--- config.mk ---
export PLATFORM = sky130hd
export DESIGN_NAME = repadd_multiplier
export DESIGN_NICKNAME = d
export VERILOG_FILES = /design/src/rtl/repadd_mul_pkg.sv /design/src/rtl/repadd_mul_datapath.sv /design/src/rtl/repadd_multiplier.sv
export SDC_FILE = /design/constraint.sdc
export NUM_CORES = 1
export LEC_CHECK = 0
export ABC_CLOCK_PERIOD_IN_PS = 3000
export BUFFER_PORTS_ARGS = -buffer_cell sky130_fd_sc_hd__buf_2
export CORE_MARGIN = 4
export CORE_UTILIZATION = 58
export DETAILED_ROUTE_END_ITERATION = 8
export GPL_TIMING_DRIVEN = 0
export PLACE_DENSITY = 0.8
export SETUP_SLACK_MARGIN = 0.4
export SLEW_MARGIN = 5
export SYNTH_ARGS = -nofsm -noshare
export SYNTH_HDL_FRONTEND = slang
export SYNTH_SLANG_ARGS = --single-unit
--- constraint.sdc ---
create_clock -name clk -period 3 [get_ports clk]
set_input_delay 0.15 -clock clk [delete_from_list [all_inputs] [get_ports clk]]
set_output_delay 0.15 -clock clk [all_outputs]
set_load 0.05 [all_outputs]
--- src/rtl/repadd_mul_pkg.sv ---
// Shared types and constants for the repeated-addition multiplier.
package repadd_mul_pkg;

  localparam int WIDTH_DEF = 16;

  typedef enum logic [2:0] {
    IDLE   = 3'd0,
    LOAD_A = 3'd1,
    LOAD_B = 3'd2,
    ADD    = 3'd3,
    DONE   = 3'd4
  } state_t;

endpackage

--- src/rtl/repadd_mul_datapath.sv ---
// A/B/P registers, adder, decrementer and zero detector, steered by the controller.
module repadd_mul_datapath
  import repadd_mul_pkg::*;
#(
  parameter int WIDTH = WIDTH_DEF
) (
  input  logic             clk,
  input  logic             rst,
  input  logic             ld_a,
  input  logic             ld_b,
  input  logic             clr,
  input  logic             add_en,
  input  logic             dec_b,
  input  logic [WIDTH-1:0] data_in,
  output logic [WIDTH-1:0] product,
  output logic             eqz
);

  localparam logic [WIDTH-1:0] ONE = WIDTH'(1);

  logic [WIDTH-1:0] a;
  logic [WIDTH-1:0] b;
  logic [WIDTH-1:0] p;

  always_ff @(posedge clk) begin
    if (rst) begin
      a <= '0;
      b <= '0;
      p <= '0;
    end else begin
      if (ld_a) a <= data_in;
      if (ld_b)       b <= data_in;
      else if (dec_b) b <= b - ONE;
      // carry out of the accumulator is dropped: products wrap mod 2^WIDTH
      if (clr)         p <= '0;
      else if (add_en) p <= p + a;
    end
  end

  assign eqz     = (b == '0);
  assign product = p;

endmodule

--- src/rtl/repadd_multiplier.sv ---
// Moore controller for the repeated-addition multiplier; latency B+3 from start.
module repadd_multiplier
  import repadd_mul_pkg::*;
#(
  parameter int WIDTH = WIDTH_DEF
) (
  input  logic             clk,
  input  logic             rst,
  input  logic             start,
  input  logic [WIDTH-1:0] data_in,
  output logic [WIDTH-1:0] product,
  output logic             done,
  output logic             busy
);

  state_t state;
  state_t nxt;
  logic   ld_a, ld_b, clr, add_en, dec_b, eqz;

  always_ff @(posedge clk) begin
    if (rst) state <= IDLE;
    else     state <= nxt;
  end

  always_comb begin
    nxt    = state;
    ld_a   = 1'b0;
    ld_b   = 1'b0;
    clr    = 1'b0;
    add_en = 1'b0;
    dec_b  = 1'b0;
    case (state)
      IDLE:   if (start) nxt = LOAD_A;
      LOAD_A: begin
        ld_a = 1'b1;
        nxt  = LOAD_B;
      end
      LOAD_B: begin
        ld_b = 1'b1;
        clr  = 1'b1;
        nxt  = ADD;
      end
      ADD: begin
        if (eqz) nxt = DONE;
        else begin
          add_en = 1'b1;
          dec_b  = 1'b1;
        end
      end
      // a held start must drop before another run can begin
      DONE:   if (!start) nxt = IDLE;
      default: nxt = IDLE;
    endcase
  end

  assign done = (state == DONE);
  assign busy = (state == LOAD_A) || (state == LOAD_B) || (state == ADD);

  repadd_mul_datapath #(.WIDTH(WIDTH)) u_dp (
    .clk     (clk),
    .rst     (rst),
    .ld_a    (ld_a),
    .ld_b    (ld_b),
    .clr     (clr),
    .add_en  (add_en),
    .dec_b   (dec_b),
    .data_in (data_in),
    .product (product),
    .eqz     (eqz)
  );

endmodule

==> metrics.log, run 1 <==
INFO  metric grt_overflow = 0
INFO  metric grt_antenna_before_repair = 0
INFO  metric clock_latency = around 300 ps
INFO  metric timing.critical_path.slowest_stage_cell = fa_2
INFO  metric num_vias = 2934
INFO  metric synthesis.yosys.warnings = 0
INFO  metric detail_route.wl_per_cell = between 15 and 20 um
INFO  metric finish.cell_count_without_fillers = 480
INFO  metric power.total = 1750 uW
INFO  metric status = completed
INFO  metric fin_skew = 9.69 ps
INFO  metric syn_inst = roughly 370
INFO  metric postSynth.topFlopCell = dfxtp_1
INFO  metric cts.htree.levels = 2
INFO  metric cp.arrival = approximately 2800 ps
INFO  metric worst_hold_path_type = in -> reg
INFO  metric number_of_buffer_and_inverter_stages_on_the_critical_path = 0
INFO  metric fraction_of_final_layout_cells_with_drive_strength_greater_than_1 = 0.148
INFO  metric inserted_diodes = 0
INFO  metric first_global_vias = ~2700
INFO  metric first_drt_pass_iteration_count = 5
INFO  metric layout_commonest_cell = nand2_1
INFO  metric critical_path_sink_type = flip-flop
INFO  metric ctsHoldBuffers = 0
INFO  metric setup.worst_path.class = reg -> reg
INFO  metric grt_first_pass_wirelength = approximately 13000 um
INFO  metric critPathMaxFanout = 4
INFO  metric crit_family = compound AO/OA/AOI/OAI gates
INFO  metric mostFrequentLayoutCells = 56 x nand2_1, 50 x dfxtp_1, 39 x a21oi_1, 37 x buf_2, 34 x nor2_1
INFO  metric ant_nets = 0
INFO  metric pwr-share-seq = 0.446
INFO  metric floorplan.rows = 25
INFO  metric synth_area = ~0.003 mm2
INFO  metric slew_headroom = 0.381
INFO  metric cellLeakagePower = around 0.0014 uW
INFO  metric cts_tree = built
INFO  metric routabilityCongestion = 0.918
INFO  metric switching_share_of_total_power = 0.338
INFO  metric detail_route.vias_per_cell = around 6.1
INFO  metric dp_worst_slack = 244 ps
INFO  metric synth-edff-count = 0
INFO  metric n_fill_cell = between 400 and 500
INFO  metric setup_viol_count_final = 0
INFO  metric max_stage_delay = between 300 and 400 ps
INFO  metric placed_cells = 473
INFO  metric clock-sinks = 51
INFO  metric power_frac_clock = 0.265
INFO  metric worstPathCellList = ha_1, fa_2, a211oi_2, o21bai_1, o221a_2, o41ai_2, nor4_1, a211o_1
INFO  metric part_of_the_cycle_the_worst_path_needs = 0.850
INFO  metric clk_root_buffer_cell = clkbuf_8
INFO  metric synthesis.area_per_instance = 7.96 um2
INFO  metric max_cap_viol_count = 0
INFO  metric maximum_number_of_pins_on_one_net_before_global_route_repair = 15
INFO  metric final.setup.worst_slack = between 400 and 500 ps
INFO  metric finalWirelength = a little under 8000 um
INFO  metric power_per_cell_area = 519 mW/mm2
INFO  metric drc_errors = 0
INFO  metric report.final.slew_viol_count = 0
INFO  metric hpwlAfterDp = about 5600 um
INFO  metric ctsLongestPathBuffers = 2
INFO  metric post-route-min-period = about 2600 ps
INFO  metric summed_negative_setup_slack_over_all_endpoints = 0 ps
INFO  metric critical_path.startpoint_type = flip-flop
INFO  metric synth_cell_type_count = just under 60
INFO  metric placement.io_buffers = 35
INFO  metric yosysSeqAreaShare = 0.346
INFO  metric ir_worst_vdd = ~360 uV
INFO  metric die_height = around 80 um
INFO  metric core-area = a little under 0.005 mm2
INFO  metric layout-area-overhead-vs-synth = 14.1%
INFO  metric async_reset_ff_frac = 0
INFO  metric floorplan.die_area = 0.00630 mm2
INFO  metric fp.dieW = just under 80 um
INFO  metric net-switching-power = between 500 and 600 uW
INFO  metric drt_iter0_drc = 216
INFO  metric cts-buffers-inserted = 5
INFO  metric pin_count = 37
INFO  metric rsz0062_at_grt = no
INFO  metric p_int = between 1000 and 1500 uW
INFO  metric finalHoldViolCount = 0
INFO  metric cp.required = between 3000 and 4000 ps
INFO  metric synth_nets = around 410
INFO  metric timing_worst_slew_pin_value = a little over 900 ps
INFO  metric initial_core_utilization = 0.613
INFO  metric grt_usage = 0.256
INFO  metric nets_finish = roughly 450
INFO  metric cts.reportedPaths.clkPinSlew = 90 ps
INFO  metric comb_power_share = 0.289
INFO  metric yosys_register_bits = 51
INFO  metric max_clock_freq = between 300 and 400 MHz
-- cell type report --
class	instances	area, um2	share of cell area
Sequential cell	51	1020	0.303
Clock inverter	1	30.0	0.00891
Tap cell	67	83.8	0.0249
Inverter	9	33.8	0.0100
Buffer	17	77.6	0.0230
Clock buffer	6	72.6	0.0215
Timing Repair Buffer	35	175	0.0520
Multi-Input combinational cell	294	1880	0.556
-- power groups by stage --
stage,Clock (uW),Sequential [uW],Combinational (uW)
floorplan,0,793,358
detailed placement,0,792,477
global route,500,788,555
finish,463,780,505
global placement,0,791,464
CTS,474,778,484
-- kinds of logic (layout without fill, tap and decap cells) --
family | after synthesis | after routing | synth area share
simple gates | 145 | 145 | 0.227
xor+xnor | 14 | 14 | 0.0415
flops | 51 | 51 | 0.346
mux | 2 | 2 | 0.00678
buf+inv | 26 | 68 | 0.0368
fa+ha+maj | 17 | 17 | 0.0745
compound gates | 116 | 116 | 0.268
-- worst min-delay path, stage by stage --
cell	delay [ps]
buf_2	110
nand2_1	50
a21oi_1	50
-- timing repair --
action	4_1_cts	5_1_grt
setup buffers	0	0
pin swaps	0	0
setup endpoints to repair	11	14
resized for setup	3	7
-- final timing paths --
check / startpoint / end / slack, ps / cells past startpoint
max reg2reg: u_dp.product[0]$_SDFFE_PP0P_ / u_dp.product[14]$_SDFFE_PP0P_ / 450 / 8
min: data_in[0] / u_dp.a[0]$_SDFFE_PP0P_ / 90 / 3
min reg2reg: u_dp.a[13]$_SDFFE_PP0P_ / u_dp.a[13]$_SDFFE_PP0P_ / 460 / 2
max: u_dp.product[0]$_SDFFE_PP0P_ / u_dp.product[14]$_SDFFE_PP0P_ / 450 / 8
-- routing by layer --
layer	share of wire	vias to the layer above	routed length, um	global-route usage
li1	-	1447	-	-
met1	0.42	1359	3320	0.311
met2	0.49	109	3800	0.446
met3	0.067	19	527	0.0510
met4	0.023	0	184	0.0962
met5	0	-	0	0
-- synth_stat cells (5+ instances only) --
library cell  number  area [um2]
clkbuf_1          12        45.0
nor2_1            35         131
a21oi_1           39         195
a21o_1             5        37.5
nor4_1             7        43.8
dfxtp_1           51        1020
o21ai_0           13        65.1
xor2_1             8        70.1
a211oi_1           7        52.6
o21ai_1            5        25.0
xnor2_1            6        52.6
ha_1              16         200
nor3_1            14        70.1
nand3_1           10        50.1
nand2_1           56         210
inv_1              8        30.0
-- flip-flops by register name, summed over array words and instances, names as in the netlist --
name          cells
state             3
u_dp.a           16
u_dp.b           16
u_dp.product     16
-- stage by stage --
| stage | util | cell area [um2] | hold WS (ps) |
|---|---|---|---|
| 4_1_cts | 0.692 | 3330 | 80.0 |
| 3_3_place_gp | 0.667 | 3210 | 406 |
| 5_1_grt | 0.700 | 3370 | 78.5 |
| 3_5_place_dp | 0.667 | 3210 | 408 |
| 2_1_floorplan | - | 2960 | 286 |
| 6_report | 0.700 | 3370 | 90.7 |
No activity file was read; power rests on OpenSTA's default activity.
==> run 2: changes to the inputs <==
Settings changed: ABC_AREA set to 1, CORE_UTILIZATION 58 to 59.
==> metrics.log, run 2 <==
INFO  metric cts.htree.levels = 2 (unchanged)
INFO  metric part_of_the_cycle_the_worst_path_needs = 0.624 (was 0.850)
INFO  metric worst_hold_path_type = in -> reg (unchanged)
INFO  metric grt_first_pass_wirelength = 13600 um (was 12600 um)
INFO  metric sequential_cell_area = 0.00102 mm2 (about the same)
INFO  metric synthTopCellsByCount = 141 x nand2_1, 93 x inv_1, 58 x nor2_1 (was 56 x nand2_1, 51 x dfxtp_1, 39 x a21oi_1)
INFO  metric fin_skew = 8.08 ps (was 9.69 ps)
INFO  metric clock-sinks = 51 (unchanged)
INFO  metric timing_worst_slew_pin_value = 491 ps (was 922 ps)
INFO  metric cellLeakagePower = 0.00198 uW (was 0.00144 uW)
INFO  metric detail_route.wl_per_cell = 12.3 um (was 16.3 um)
INFO  metric synth-edff-count = 0 (unchanged)
INFO  metric async_reset_ff_frac = 0 (unchanged)
INFO  metric drt_iter0_drc = 142 (was 216)
INFO  metric pwr-share-seq = 0.366 (was 0.446)
INFO  metric placement.io_buffers = 35 (unchanged)
INFO  metric clock_latency = 310 ps (was 300 ps)
INFO  metric ctsHoldBuffers = 0 (unchanged)
INFO  metric grt_usage = 0.234 (was 0.256)
INFO  metric power_frac_clock = 0.177 (was 0.265)
INFO  metric timing.critical_path.slowest_stage_cell = dfxtp_1 (was fa_2)
INFO  metric max_stage_delay = 330 ps (was 390 ps)
INFO  metric synthesis.yosys.warnings = 0 (unchanged)
INFO  metric core-area = 0.00551 mm2 (was 0.00482 mm2)
INFO  metric grt_overflow = 0 (unchanged)
INFO  metric post_cts.resized_instances = 0 (was 3)
INFO  metric synth_cell_type_count = 30 (was 58)
INFO  metric ctsLongestPathBuffers = 2 (unchanged)
INFO  metric critical_path_sink_type = flip-flop (unchanged)
INFO  metric netlist.area_leader.share = 0.305 (was 0.346)
INFO  metric placed_area = 0.00362 mm2 (was 0.00321 mm2)
INFO  metric status = completed (unchanged)
INFO  metric net-switching-power = 1040 uW (was 591 uW)
INFO  metric first_global_vias = 3134 (was 2695)
INFO  metric n_fill_cell = 517 (was 432)
INFO  metric slew_headroom = 0.672 (was 0.381)
INFO  metric rsz0062_at_grt = no (unchanged)
INFO  metric setup_viol_count_final = 0 (unchanged)
INFO  metric ir_worst_vdd = 452 uV (was 362 uV)
INFO  metric nets_finish = 618 (was 449)
INFO  metric report.final.slew_viol_count = 0 (unchanged)
INFO  metric summed_negative_setup_slack_over_all_endpoints = 0 ps (unchanged)
INFO  metric first_drt_pass_iteration_count = 4 (was 5)
INFO  metric mostFrequentLayoutCells = 141 x nand2_1, 93 x inv_1, 58 x nor2_1, 51 x nand3_1, 51 x dfxtp_1 (was 56 x nand2_1, 50 x dfxtp_1, 39 x a21oi_1, 37 x buf_2, 34 x nor2_1)
INFO  metric power_per_cell_area = 643 mW/mm2 (was 519 mW/mm2)
INFO  metric final.setup.worst_slack = 1130 ps (was 449 ps)
INFO  metric post-route-min-period = 1870 ps (was 2550 ps)
INFO  metric pin_count = 37 (unchanged)
INFO  metric max_clock_freq = 534 MHz (was 392 MHz)
INFO  metric num_vias = 3368 (was 2934)
INFO  metric die_height = 83.4 um (was 79.4 um)
INFO  metric power.total = 2390 uW (was 1750 uW)
INFO  metric critical-path-top-cell-by-count = nand2_2
INFO  metric number_of_buffers_inserted_by_post_cts_setup_repair = 0 (unchanged)
INFO  metric finalHoldViolCount = 0 (unchanged)
INFO  metric finalWirelength = 8080 um (was 7830 um)
INFO  metric number_of_buffer_and_inverter_stages_on_the_critical_path = 2 (was 0)
INFO  metric initial_core_utilization = 0.608 (was 0.613)
INFO  metric synth.most_common_cell = nand2_1 (unchanged)
INFO  metric fin_area = 0.00371 mm2 (was 0.00337 mm2)
INFO  metric postSynth.topFlopCell = dfxtp_1 (unchanged)
INFO  metric cp.arrival = 2070 ps (was 2750 ps)
INFO  metric routabilityCongestion = 0.916 (was 0.918)
INFO  metric cts.reportedPaths.clkPinSlew = 100 ps (was 90 ps)
INFO  metric ant_nets = 0 (unchanged)
INFO  metric yosys_register_bits = 51 (unchanged)
INFO  metric dp_worst_slack = 1170 ps (was 244 ps)
INFO  metric crit_family = simple AND/OR/NAND/NOR gates (was compound AO/OA/AOI/OAI gates)
INFO  metric clk_root_buffer_cell = clkbuf_8 (unchanged)
INFO  metric fraction_of_final_layout_cells_with_drive_strength_greater_than_1 = 0.103 (was 0.148)
INFO  metric switching_share_of_total_power = 0.436 (was 0.338)
INFO  metric fp.dieW = 83.4 um (was 79.4 um)
INFO  metric floorplan.rows = 27 (was 25)
INFO  metric synthesis.area_per_instance = 6.21 um2 (was 7.96 um2)
INFO  metric cp.required = 3200 ps (about the same)
INFO  metric comb_power_share = 0.457 (was 0.289)
INFO  metric synthTopCellsByArea = dfxtp_1 30%, nand2_1 16%, inv_1 10% (was dfxtp_1 35%, nand2_1 7.1%, ha_1 6.8%)
INFO  metric placed_cells = 647 (was 473)
INFO  metric critPathMaxFanout = 10 (was 4)
INFO  metric drc_errors = 0 (unchanged)
INFO  metric layout_commonest_cell = nand2_1 (unchanged)
INFO  metric synth_nets = 576 (was 407)
INFO  metric worstPathCellList = inv_1, ha_1, nand3_1, nor2_2, nand2_1, nand2_2, nand2_2, buf_2, o21ai_0, a21oi_1 (was ha_1, fa_2, a211oi_2, o21bai_1, o221a_2, o41ai_2, nor4_1, a211o_1)
INFO  metric cts_tree = built (unchanged)
INFO  metric grt_antenna_before_repair = 0 (unchanged)
INFO  metric yosysSeqAreaShare = 0.305 (was 0.346)
INFO  metric critical_path.startpoint_type = flip-flop (unchanged)
INFO  metric p_int = 1350 uW (was 1160 uW)
INFO  metric inserted_diodes = 0 (unchanged)
INFO  metric syn_inst = 540 (was 371)
INFO  metric layout-area-overhead-vs-synth = 10.8% (was 14.1%)
INFO  metric floorplan.die_area = 0.00695 mm2 (was 0.00630 mm2)
INFO  metric cts-buffers-inserted = 5 (unchanged)
INFO  metric finish.cell_count_without_fillers = 655 (was 480)
INFO  metric setup.worst_path.class = reg -> reg (unchanged)
INFO  metric synth_largest_area_cell = dfxtp_1 (unchanged)
INFO  metric hpwlAfterDp = 6270 um (was 5640 um)
INFO  metric area_of_combinational_cells_with_multiple_inputs = 0.00188 mm2 (about the same)
INFO  metric maximum_number_of_pins_on_one_net_before_global_route_repair = 16 (was 15)
INFO  metric max_cap_viol_count = 0 (unchanged)
INFO  metric synth_area = 0.00335 mm2 (was 0.00295 mm2)
INFO  metric detail_route.vias_per_cell = 5.14 (was 6.11)
run 2: cell count changes after synthesis, moves of 5 or more:
| cell | before | now |
|---|---|---|
| nand3_1 | 10 | 51 |
| nor2_1 | 35 | 58 |
| o21ai_0 | 13 | 32 |
| nand2_1 | 56 | 141 |
| nor4_1 | 7 | 0 |
| a211oi_1 | 7 | 1 |
| inv_1 | 8 | 93 |
| clkbuf_1 | 12 | 7 |
| a21o_1 | 5 | 0 |
| nor3_1 | 14 | 4 |
run 2: area by class of cell:
type | count | share of cell area
Sequential cell | 51 | 0.275
Tap cell | 72 | 0.0243
Multi-Input combinational cell | 379 | 0.508
Clock inverter | 1 | 0.00236
Buffer | 16 | 0.0249
Clock buffer | 7 | 0.0233
Timing Repair Buffer | 35 | 0.0472
Inverter | 94 | 0.0951
run 2: power groups by stage:
stage | sequential, uW | combinational (uW) | clock [uW]
6_report | 873 | 1090 | 423
3_3_place_gp | 884 | 1050 | 0
4_1_cts | 872 | 1090 | 433
2_1_floorplan | 928 | 807 | 0
5_1_grt | 888 | 1240 | 461
3_5_place_dp | 886 | 1080 | 0
run 2: cells by family (layout without fill, tap and decap cells):
group | count (synthesis) | in the layout | share of synthesized area
mux | 2 | 2 | 0.00597
simple gates | 266 | 266 | 0.330
compound gates | 81 | 81 | 0.126
flops | 51 | 51 | 0.305
buf+inv | 110 | 153 | 0.133
xor+xnor | 13 | 13 | 0.0340
fa+ha+maj | 17 | 17 | 0.0657
run 2: final timing paths:
| check | startpoint | to | slack [ps] | depth (start not counted) |
|---|---|---|---|---|
| worst min-delay path | start | state[0]$_SDFFE_PP0P_ | 130 | 4 |
| worst max-delay path | u_dp.b[0]$_SDFFE_PP0P_ | u_dp.b[3]$_SDFFE_PP0P_ | 1130 | 10 |
| worst min register to register | u_dp.a[10]$_SDFFE_PP0P_ | u_dp.a[10]$_SDFFE_PP0P_ | 460 | 2 |
| worst max register to register | u_dp.b[0]$_SDFFE_PP0P_ | u_dp.b[3]$_SDFFE_PP0P_ | 1130 | 10 |
run 2: metrics by stage:
step	utilization	hold slack, ps
CTS	0.674	120
detailed placement	0.657	445
finish	0.674	134
global route	0.674	142
floorplan	-	333
global placement	0.657	441
run 2: per-layer routing:
layer,track usage,routed length (um)
met3,0.0337,413
met1,0.283,3580
met4,0.0609,75
met2,0.431,4010
met5,0,0
run 2: worst min-delay path, cell delays in order:
cell and delay [ps]:
buf_2 80, nand2_1 70, nand2_1 70, a211oi_1 40
==> run 3: changes to the inputs <==
Settings changed: ABC_CLOCK_PERIOD_IN_PS 3000 to 1670, CORE_UTILIZATION 59 to 53, PLACE_DENSITY 0.8 to 0.76.
Clock period 3 ns to 1.67 ns, I/O delays scaled along.
==> metrics.log, run 3 (synthesized netlist as in run 2, its figures left out) <==
INFO  metric worst_hold_stages = 3 (was 4)
INFO  metric core-area = 0.00603 mm2 (was 0.00551 mm2)
INFO  metric placement.io_buffers = 35 (unchanged)
INFO  metric critical_path.startpoint_type = flip-flop (unchanged)
INFO  metric final.setup.worst_slack = -28.1 ps (was 1130 ps)
INFO  metric first_drt_pass_iteration_count = 5 (was 4)
INFO  metric hpwlAfterDp = 6730 um (was 6270 um)
INFO  metric dp_worst_slack = 47.7 ps (was 1170 ps)
INFO  metric drt_iter0_drc = 192 (was 142)
INFO  metric cp.required = 1880 ps (was 3200 ps)
INFO  metric num_vias = 3937 (was 3368)
INFO  metric detail_route.vias_per_cell = 5.67 (was 5.14)
INFO  metric grt_usage = 0.278 (was 0.234)
INFO  metric critical_path_sink_type = flip-flop (unchanged)
INFO  metric max_stage_delay = 370 ps (was 330 ps)
INFO  metric nets_finish = 654 (was 618)
INFO  metric ir_worst_vdd = 877 uV (was 452 uV)
INFO  metric layout_commonest_cell = nand2_1 (unchanged)
INFO  metric placed_area = 0.00400 mm2 (was 0.00362 mm2)
INFO  metric summed_negative_setup_slack_over_all_endpoints = -28.1 ps (was 0 ps)
INFO  metric grt_antenna_before_repair = 0 (unchanged)
INFO  metric maximum_number_of_pins_on_one_net_before_global_route_repair = 19 (was 16)
INFO  metric crit_family = adder cells (was simple AND/OR/NAND/NOR gates)
INFO  metric critPathMaxFanout = 3 (was 10)
INFO  metric fraction_of_final_layout_cells_with_drive_strength_greater_than_1 = 0.444 (was 0.103)
INFO  metric worst_hold_path_type = in -> reg (unchanged)
INFO  metric pin_count = 37 (unchanged)
INFO  metric drc_errors = 0 (unchanged)
INFO  metric first_global_vias = 3674 (was 3134)
INFO  metric inserted_diodes = 0 (unchanged)
INFO  metric cts-buffers-inserted = 5 (unchanged)
INFO  metric fin_skew = 4.96 ps (was 8.08 ps)
INFO  metric max_cap_viol_count = 0 (unchanged)
INFO  metric worstPathCellList = ha_4, fa_2, nand3_2, nand3_4, a21oi_2, xor2_1, a21oi_1 (was inv_1, ha_1, nand3_1, nor2_2, nand2_1, nand2_2, nand2_2, buf_2, o21ai_0, a21oi_1)
INFO  metric die_height = 87.5 um (was 83.4 um)
INFO  metric status = complete, but fails checks (was completed)
INFO  metric fin_area = 0.00504 mm2 (was 0.00371 mm2)
INFO  metric ctsHoldBuffers = 0 (unchanged)
INFO  metric setup.worst_path.class = reg -> reg (unchanged)
INFO  metric max_clock_freq = 589 MHz (was 534 MHz)
INFO  metric clock_latency = 320 ps (was 310 ps)
INFO  metric slew_headroom = 0.750 (was 0.672)
INFO  metric cts.htree.levels = 2 (unchanged)
INFO  metric cts_tree = built (unchanged)
INFO  metric number_of_buffer_and_inverter_stages_on_the_critical_path = 0 (was 2)
INFO  metric power_per_cell_area = 1110 mW/mm2 (was 643 mW/mm2)
INFO  metric power.total = 5610 uW (was 2390 uW)
INFO  metric floorplan.rows = 28 (was 27)
INFO  metric rr_worst_depth = 7 (was 10)
INFO  metric finalWirelength = 11300 um (was 8080 um)
INFO  metric fp.dieW = 87.5 um (was 83.4 um)
INFO  metric grt_first_pass_wirelength = 16800 um (was 13600 um)
INFO  metric grt_overflow = 0 (unchanged)
INFO  metric report.final.slew_viol_count = 0 (unchanged)
INFO  metric clk_root_buffer_cell = clkbuf_8 (unchanged)
INFO  metric critical_path_depth = 7 (was 10)
INFO  metric finalHoldViolCount = 0 (unchanged)
INFO  metric routabilityCongestion = 0.935 (was 0.916)
INFO  metric floorplan.die_area = 0.00766 mm2 (was 0.00695 mm2)
INFO  metric setup_viol_count_final = 1 (was 0)
INFO  metric timing_worst_slew_pin_value = 373 ps (was 491 ps)
INFO  metric detail_route.wl_per_cell = 16.3 um (was 12.3 um)
INFO  metric cellLeakagePower = 0.00245 uW (was 0.00198 uW)
INFO  metric ant_nets = 0 (unchanged)
INFO  metric post-route-min-period = 1700 ps (was 1870 ps)
INFO  metric layout-area-overhead-vs-synth = 50.5% (was 10.8%)
INFO  metric cp.arrival = 1900 ps (was 2070 ps)
INFO  metric clock-sinks = 51 (unchanged)
INFO  metric rsz0062_at_grt = yes (was no)
INFO  metric mostFrequentLayoutCells = 109 x nand2_1, 83 x inv_1, 43 x nor2_1, 35 x buf_2 (was 141 x nand2_1, 93 x inv_1, 58 x nor2_1, 51 x nand3_1, 51 x dfxtp_1)
INFO  metric cts.reportedPaths.clkPinSlew = 110 ps (was 100 ps)
INFO  metric part_of_the_cycle_the_worst_path_needs = 1.02 (was 0.624)
INFO  metric timing.critical_path.slowest_stage_cell = dfxtp_4 (was dfxtp_1)
INFO  metric failing_checks = setup timing
INFO  metric ctsLongestPathBuffers = 2 (unchanged)
INFO  metric initial_core_utilization = 0.556 (was 0.608)
[run 3: changes by cell type in the layout (fill, tap and decap cells not counted), moves of 15 or more]
cell / previous run / this run
nand2_1: 141 / 109
buf_4: 1 / 21
a21oi_1: 40 / 23
nand2_2: 2 / 26
ha_4: 0 / 16
nor2_1: 58 / 43
nand3_1: 51 / 26
dfxtp_4: 0 / 18
nand3_2: 1 / 20
ha_1: 16 / 0
dfxtp_1: 51 / 12
a21oi_2: 1 / 18
dfxtp_2: 0 / 21
[run 3: layout make-up]
class / count / area (um2)
multi-input combinational: 379 / 2650
fill: 353 / 982
clock buffer: 5 / 68.8
sequential: 51 / 1110
timing repair buffer: 71 / 588
buffer: 16 / 140
tap: 75 / 93.8
inverter: 94 / 365
clock inverter: 3 / 26.3
[run 3: what timing repair did]
item	in CTS	in global routing
resized for setup	93	94
endpoints found under the hold margin	0	0
setup buffers	29	3
endpoints found under the setup margin	52	50
pin swaps	36	40
cloned	4	0
[run 3: final timing paths]
kind                                      from                            to  slack [ps]
setup / recovery  u_dp.product[0]$_SDFFE_PP0P_  u_dp.product[8]$_SDFFE_PP0P_         -30
hold / removal                     data_in[13]       u_dp.a[13]$_SDFFE_PP0P_          60
setup reg to reg  u_dp.product[0]$_SDFFE_PP0P_  u_dp.product[8]$_SDFFE_PP0P_         -30
hold reg to reg        u_dp.a[15]$_SDFFE_PP0P_       u_dp.a[15]$_SDFFE_PP0P_         470
[run 3: worst min-delay path, stage by stage]
cell and delay, ps:
buf_2 90, o21ai_1 70, a21oi_1 100
[run 3: routing by layer]
layer  vias up  track usage  wire length, um
met4         0        0.128              407
met3        46       0.0464              747
met5         -            0                0
met2       192        0.486             5750
li1       1869            -                -
met1      1830        0.331             4420
[run 3: per-stage QoR]
step           cells  hold slack, ps  utilization
2_1_floorplan    540             260            -
3_3_place_gp     650             383        0.664
3_5_place_dp     650             396        0.664
4_1_cts          691            62.7        0.784
5_1_grt          694            88.9        0.837
6_report         694            57.3        0.837
[run 3: power breakdown]
group | leakage [uW] | internal, uW | switching (uW)
combinational | 0.00196 | 1280 | 1870
sequential | 0.000438 | 1430 | 244
clock | 0.0000495 | 313 | 479
